==> src/rtl/dht11_sensor_emu.sv <==
// DHT11 sensor emulator: waits for a host start pulse on the single-wire bus,
// answers with the response preamble and clocks out a 40-bit frame
// (four data bytes followed by their 8-bit sum). The line is only ever
// pulled low (drive_low_o) or released; the pad's pull-up provides the high.
module dht11_sensor_emu #(
  parameter int CLK_FREQ     = 12_000_000,
  parameter int START_MIN_US = 10000,
  parameter int RESP_WAIT_US = 30,
  parameter int RESP_LOW_US  = 80,
  parameter int RESP_HIGH_US = 80,
  parameter int BIT_LOW_US   = 54,
  parameter int BIT0_HIGH_US = 26,
  parameter int BIT1_HIGH_US = 70,
  parameter int EOF_LOW_US   = 50
) (
  input  logic        clk,
  input  logic        reset_n,
  input  logic        line_i,
  output logic        drive_low_o,
  input  logic [31:0] data_i,
  output logic        busy_o,
  output logic        tx_done_o,
  output logic        err_short_o,
  output logic        err_collision_o
);

  localparam int CYC_PER_US    = CLK_FREQ / 1_000_000;
  localparam int START_MIN_CYC = CYC_PER_US * START_MIN_US;
  localparam int CNT_W         = $clog2(START_MIN_CYC + 1);

  // Each phase ends on the cycle its counter reaches length-1, so it lasts exactly its length.
  localparam logic [CNT_W-1:0] START_MIN_C    = CNT_W'(START_MIN_CYC);
  localparam logic [CNT_W-1:0] RESP_WAIT_LAST = CNT_W'(CYC_PER_US * RESP_WAIT_US - 1);
  localparam logic [CNT_W-1:0] RESP_LOW_LAST  = CNT_W'(CYC_PER_US * RESP_LOW_US - 1);
  localparam logic [CNT_W-1:0] RESP_HIGH_LAST = CNT_W'(CYC_PER_US * RESP_HIGH_US - 1);
  localparam logic [CNT_W-1:0] BIT_LOW_LAST   = CNT_W'(CYC_PER_US * BIT_LOW_US - 1);
  localparam logic [CNT_W-1:0] BIT0_HIGH_LAST = CNT_W'(CYC_PER_US * BIT0_HIGH_US - 1);
  localparam logic [CNT_W-1:0] BIT1_HIGH_LAST = CNT_W'(CYC_PER_US * BIT1_HIGH_US - 1);
  localparam logic [CNT_W-1:0] EOF_LOW_LAST   = CNT_W'(CYC_PER_US * EOF_LOW_US - 1);
  // The synchronizer still shows our own drive for a few cycles after release.
  localparam logic [CNT_W-1:0] GUARD_C        = CNT_W'(4);

  typedef enum logic [2:0] {
    ST_IDLE,
    ST_HOST_LOW,
    ST_RESP_WAIT,
    ST_RESP_LOW,
    ST_RESP_HIGH,
    ST_BIT_LOW,
    ST_BIT_HIGH,
    ST_EOF_LOW
  } state_t;

  logic             line_meta_q;
  logic             line_s_q;
  state_t           state_q, state_d;
  logic [CNT_W-1:0] cnt_q, cnt_d;
  logic [5:0]       bit_idx_q, bit_idx_d;
  logic [39:0]      frame_q, frame_d;
  logic             armed_q, armed_d;
  logic             drive_low_q, drive_low_d;
  logic             busy_q, busy_d;
  logic             tx_done_q, tx_done_d;
  logic             err_short_q, err_short_d;
  logic             err_coll_q, err_coll_d;

  logic [7:0]       chk;
  logic [CNT_W-1:0] bit_high_last;
  logic             collide;

  assign chk           = data_i[31:24] + data_i[23:16] + data_i[15:8] + data_i[7:0];
  assign bit_high_last = frame_q[39] ? BIT1_HIGH_LAST : BIT0_HIGH_LAST;
  assign collide       = (cnt_q >= GUARD_C) && !line_s_q;

  // Two-flop synchronizer for the asynchronous pad; resets low so a stuck-low line never arms.
  always_ff @(posedge clk or negedge reset_n) begin
    if (!reset_n) begin
      line_meta_q <= 1'b0;
      line_s_q    <= 1'b0;
    end else begin
      line_meta_q <= line_i;
      line_s_q    <= line_meta_q;
    end
  end

  // State, counter, frame shifter and registered outputs.
  always_ff @(posedge clk or negedge reset_n) begin
    if (!reset_n) begin
      state_q     <= ST_IDLE;
      cnt_q       <= '0;
      bit_idx_q   <= '0;
      frame_q     <= '0;
      armed_q     <= 1'b0;
      drive_low_q <= 1'b0;
      busy_q      <= 1'b0;
      tx_done_q   <= 1'b0;
      err_short_q <= 1'b0;
      err_coll_q  <= 1'b0;
    end else begin
      state_q     <= state_d;
      cnt_q       <= cnt_d;
      bit_idx_q   <= bit_idx_d;
      frame_q     <= frame_d;
      armed_q     <= armed_d;
      drive_low_q <= drive_low_d;
      busy_q      <= busy_d;
      tx_done_q   <= tx_done_d;
      err_short_q <= err_short_d;
      err_coll_q  <= err_coll_d;
    end
  end

  // Next-state logic: phase sequencing, start qualification and collision abort.
  always_comb begin
    state_d     = state_q;
    cnt_d       = cnt_q;
    bit_idx_d   = bit_idx_q;
    frame_d     = frame_q;
    armed_d     = armed_q;
    busy_d      = busy_q;
    tx_done_d   = 1'b0;
    err_short_d = 1'b0;
    err_coll_d  = 1'b0;

    case (state_q)
      ST_IDLE: begin
        armed_d = armed_q | line_s_q;
        if (armed_q && !line_s_q) begin
          state_d = ST_HOST_LOW;
          cnt_d   = '0;
        end
      end

      ST_HOST_LOW: begin
        if (!line_s_q) begin
          if (cnt_q != START_MIN_C) cnt_d = cnt_q + 1'b1;
        end else if (cnt_q >= START_MIN_C) begin
          state_d = ST_RESP_WAIT;
          cnt_d   = '0;
          frame_d = {data_i, chk};
          busy_d  = 1'b1;
        end else begin
          state_d     = ST_IDLE;
          cnt_d       = '0;
          err_short_d = 1'b1;
        end
      end

      ST_RESP_WAIT: begin
        if (cnt_q == RESP_WAIT_LAST) begin
          state_d = ST_RESP_LOW;
          cnt_d   = '0;
        end else begin
          cnt_d = cnt_q + 1'b1;
        end
      end

      ST_RESP_LOW: begin
        if (cnt_q == RESP_LOW_LAST) begin
          state_d = ST_RESP_HIGH;
          cnt_d   = '0;
        end else begin
          cnt_d = cnt_q + 1'b1;
        end
      end

      ST_RESP_HIGH: begin
        if (collide) begin
          state_d    = ST_IDLE;
          cnt_d      = '0;
          busy_d     = 1'b0;
          armed_d    = 1'b0;
          err_coll_d = 1'b1;
        end else if (cnt_q == RESP_HIGH_LAST) begin
          state_d   = ST_BIT_LOW;
          cnt_d     = '0;
          bit_idx_d = '0;
        end else begin
          cnt_d = cnt_q + 1'b1;
        end
      end

      ST_BIT_LOW: begin
        if (cnt_q == BIT_LOW_LAST) begin
          state_d = ST_BIT_HIGH;
          cnt_d   = '0;
        end else begin
          cnt_d = cnt_q + 1'b1;
        end
      end

      ST_BIT_HIGH: begin
        if (collide) begin
          state_d    = ST_IDLE;
          cnt_d      = '0;
          busy_d     = 1'b0;
          armed_d    = 1'b0;
          err_coll_d = 1'b1;
        end else if (cnt_q == bit_high_last) begin
          cnt_d   = '0;
          frame_d = {frame_q[38:0], 1'b0};
          if (bit_idx_q == 6'd39) begin
            state_d = ST_EOF_LOW;
          end else begin
            state_d   = ST_BIT_LOW;
            bit_idx_d = bit_idx_q + 1'b1;
          end
        end else begin
          cnt_d = cnt_q + 1'b1;
        end
      end

      ST_EOF_LOW: begin
        if (cnt_q == EOF_LOW_LAST) begin
          state_d   = ST_IDLE;
          cnt_d     = '0;
          tx_done_d = 1'b1;
          busy_d    = 1'b0;
          armed_d   = 1'b0;
        end else begin
          cnt_d = cnt_q + 1'b1;
        end
      end

      default: begin
        state_d = ST_IDLE;
        cnt_d   = '0;
      end
    endcase

    drive_low_d = (state_d == ST_RESP_LOW) || (state_d == ST_BIT_LOW) ||
                  (state_d == ST_EOF_LOW);
  end

  assign drive_low_o     = drive_low_q;
  assign busy_o          = busy_q;
  assign tx_done_o       = tx_done_q;
  assign err_short_o     = err_short_q;
  assign err_collision_o = err_coll_q;

endmodule

==> config.mk <==
export PLATFORM = sky130hd
export DESIGN_NAME = dht11_sensor_emu
export DESIGN_NICKNAME = d
export VERILOG_FILES = /design/src/rtl/dht11_sensor_emu.sv
export SDC_FILE = /design/constraint.sdc
export NUM_CORES = 1
export LEC_CHECK = 0
export ABC_AREA = 1
export BUFFER_PORTS_ARGS = -buffer_cell sky130_fd_sc_hd__clkbuf_2
export CORE_UTILIZATION = 50
export CTS_CLUSTER_DIAMETER = 30
export DETAILED_ROUTE_END_ITERATION = 16
export GPL_TIMING_DRIVEN = 0
export PLACE_DENSITY = 0.8
export SYNTH_ARGS = -nofsm -noshare
export SYNTH_HDL_FRONTEND = slang
export SYNTH_SLANG_ARGS = --single-unit
==> constraint.sdc <==
create_clock -name clk -period 2.75 [get_ports clk]
set_clock_uncertainty 0.2 [all_clocks]
set_input_delay 0.1375 -clock clk [delete_from_list [all_inputs] [get_ports clk]]
set_output_delay 0.1375 -clock clk [all_outputs]
set_load 0.05 [all_outputs]
==> impl_metrics.py <==
metrics = {
    "logic_synthesis": {
        "syn_area_um2": 5470,
        "seq_area_frac_synth_pct": 33.8,
        "syn_area_per_cell_um2": 7.36,
        "yosys_warnings": 0,
        "async_flop_share_pct": 100,
        "netlist_instances": 744,
        "synth_flop_cell": "dfrtp_1",
        "synth_edf_count": 0,
        "synth_nets": 803,
        "synth_seq_cells": 74,
        "ys_types": 39,
    },
    "drt": {
        "vias": 5179,
        "viasPerCell": 5.35,
        "wl_met3_um": 945,
        "wl_um": 14500,
        "dr.pass1.iters": 6,
        "highest_layer": "met4",
        "dr_wl_met2_um": 6750,
        "drtIter0Drc": 380,
        "postRouteAntennaNets": 0,
        "wire_per_inst_um": 15.0,
        "drcViolationCount": 0,
        "wl_met1_um": 6290,
    },
    "power": {
        "pwr-share-seq_pct": 35.3,
        "swShare_pct": 38.9,
        "ir_worst_vdd_mv": 0.521,
        "p_int_mw": 2.64,
        "p_switching_mw": 1.68,
        "cellLeakagePower_nw": 3.25,
        "total_power_mw": 4.33,
        "clkPwrFrac_pct": 22.3,
        "powerDensity_nw_per_um2": 671,
        "combPwrFrac_pct": 42.5,
    },
    "sta": {
        "final-setup-viol-count": 0,
        "drv_slew": 0,
        "tightestPinTransition_ps": 554,
        "fin_crit_sh_pct": 94.9,
        "worst_hold_slack_ps": 31.4,
        "min_period_ps": 2610,
        "max_slew_margin_pct": 62.8,
        "max_freq_mhz": 383,
        "rsz0062_at_grt": "no",
        "worst_slack_ps": 140,
        "finalSetupTns_ps": 0,
        "hold_violations": 0,
    },
    "worst_setup_path": {
        "startpoint_type": "input pin",
        "crit_fanout": 3,
        "crit_type": "input pin to flop",
        "worst_ep_arrival_time_ps": 2670,
        "rrSetupSlack_ps": 360,
        "cp-end-kind": "flop",
        "required_ps": 2810,
    },
    "die": {
        "core.rowCount": 37,
        "fp.dieH_um": 107,
        "die_area_um2": 11400,
        "ioPinCount": 40,
        "die_w_um": 107,
        "start_util_pct": 52.3,
        "core_area_um2": 10500,
    },
    "clock_network": {
        "cts-root-buf": "clkbuf_8",
        "cts_max_level": 3,
        "cts_sinks": 74,
        "cts_max_path_buffers": 2,
        "cts_tree": "yes",
        "cts.clk_slew.worst_paths_ps": 80,
        "post_cts_buffers": 0,
        "clock_latency_ps": 370,
        "cts_buffers": 9,
    },
    "run_status": {
        "status": "completed",
    },
    "min_path": {
        "hold_path.class": "input pin to asynchronous set/reset pin",
    },
    "grt": {
        "grt_pass1_wl_um": 24600,
        "grt_usage_pct": 27.8,
        "grt_max_degree": 51,
        "grt_overflow": 0,
        "antenna_found_initial": 0,
        "grt_pass1_vias": 5017,
    },
    "place": {
        "dp_slack_ps": -177,
        "port_buffers": 39,
        "gp_congestion": 0.960,
        "placed_area_um2": 5870,
        "dp_hpwl_um": 10100,
    },
    "finish": {
        "final_common_cell": "nand2_1",
        "drive_gt1_share_pct": 19.1,
        "fillCellCount": 932,
        "final_nets": 885,
        "syn2layout_area_growth_pct": 17.9,
        "final_area_um2": 6450,
        "final_cell_mix": "198 x nand2_1, 99 x inv_1, 74 x dfrtp_1",
    },
    "job": {
        "maxCapViolCount": 0,
    },
}
[layer usage]
metal	global-route usage (%)	up-vias
met4	13.7	0
met1	36.7	2406
met3	4.92	46
met2	44.0	197
li1	-	2530
met5	0	-
[repair_timing]
action                     4_1_cts  5_1_grt
hold buffers                    33        0
resized for setup                0        8
setup endpoints to repair        0       12
hold endpoints to repair       106        0
[state kept, by name (all words and copies together), names as in the netlist]
name and cells:
line_meta_q 1, drive_low_o 1, tx_done_o 1, err_collision_o 1
line_s_q 1, armed_q 1, cnt_q 17, busy_o 1
err_short_o 1, state_q 3, bit_idx_q 6, frame_q 40
[power groups by stage]
stage	sequential, mW	clock (mW)	combinational (mW)
floorplan	1.52	0	1.35
global placement	1.53	0	1.70
detailed placement	1.54	0	1.74
CTS	1.52	0.977	1.79
global route	1.55	1.02	2.04
finish	1.52	0.963	1.84
[worst paths after layout]
path / start / end / depth (start not counted)
worst max-delay path: data_i[2] / frame_q[5] / 13
worst min-delay path: reset_n / frame_q[31] / 2
worst max register to register: cnt_q[1] / cnt_q[0] / 13
worst min register to register: line_meta_q / line_s_q / 0
max in group asynchronous: reset_n / err_collision_o / 3
min in group clk: data_i[31] / frame_q[39] / 5
[synthesized netlist by cell type, types with 4 or more instances]
cell type,instances,area (µm²)
nand3b_1,4,30.0
nor2_4,4,45.0
fa_1,14,280
xnor2_1,4,35.0
dfrtp_1,74,1850
clkbuf_1,7,26.3
xor2_1,13,114
buf_6,4,45.0
nand3_1,50,250
nor2_1,61,229
inv_1,99,372
nor3_1,12,60.1
o21ai_2,30,263
buf_12,4,80.1
nand4_1,16,100
buf_2,6,30.0
ha_1,10,125
o21ai_0,60,300
nand2_1,199,747
a21oi_1,9,45.0
nand2_2,40,250
[logic make-up (layout without fill, tap and decap cells)]
| kind of cell | count (synthesis) | in the layout | synth area share (%) |
|---|---|---|---|
| AND/OR/NAND/NOR | 394 | 394 | 32.8 |
| buffers and inverters | 127 | 214 | 11.0 |
| AO/OA/AOI/OAI | 108 | 108 | 12.3 |
| flip-flops | 74 | 74 | 33.8 |
| adder cells (fa/ha/maj) | 24 | 24 | 7.41 |
| XOR/XNOR | 17 | 17 | 2.72 |
| other | 0 | 1 | 0 |
[per-stage QoR]
step,std cells,util (%)
3_3_place_gp,919,55.8
2_1_floorplan,744,-
5_1_grt,967,61.6
6_report,968,61.6
3_5_place_dp,920,56.1
4_1_cts,969,61.3
[final cells by class]
class,count,area [µm²],share of cell area [%]
multi-input combinational,543,3060,47.4
sequential,74,1850,28.7
timing repair buffer,71,548,8.50
inverter,101,379,5.88
buffer,26,223,3.45
tap,136,170,2.64
clock buffer,10,128,1.98
clock inverter,6,90.1,1.40
antenna,1,2.50,0.0388
[critical path, stage by stage]
cell	delay [ps]
clkbuf_2	130
fa_1	570
fa_1	600
inv_1	80
fa_1	410
inv_1	110
nand2_2	70
a21oi_2	150
o21ai_0	100
nand2_1	80
o22ai_1	80
nand2_2	80
nand2_1	60
Note: power is estimated with default switching activity, not from simulation.
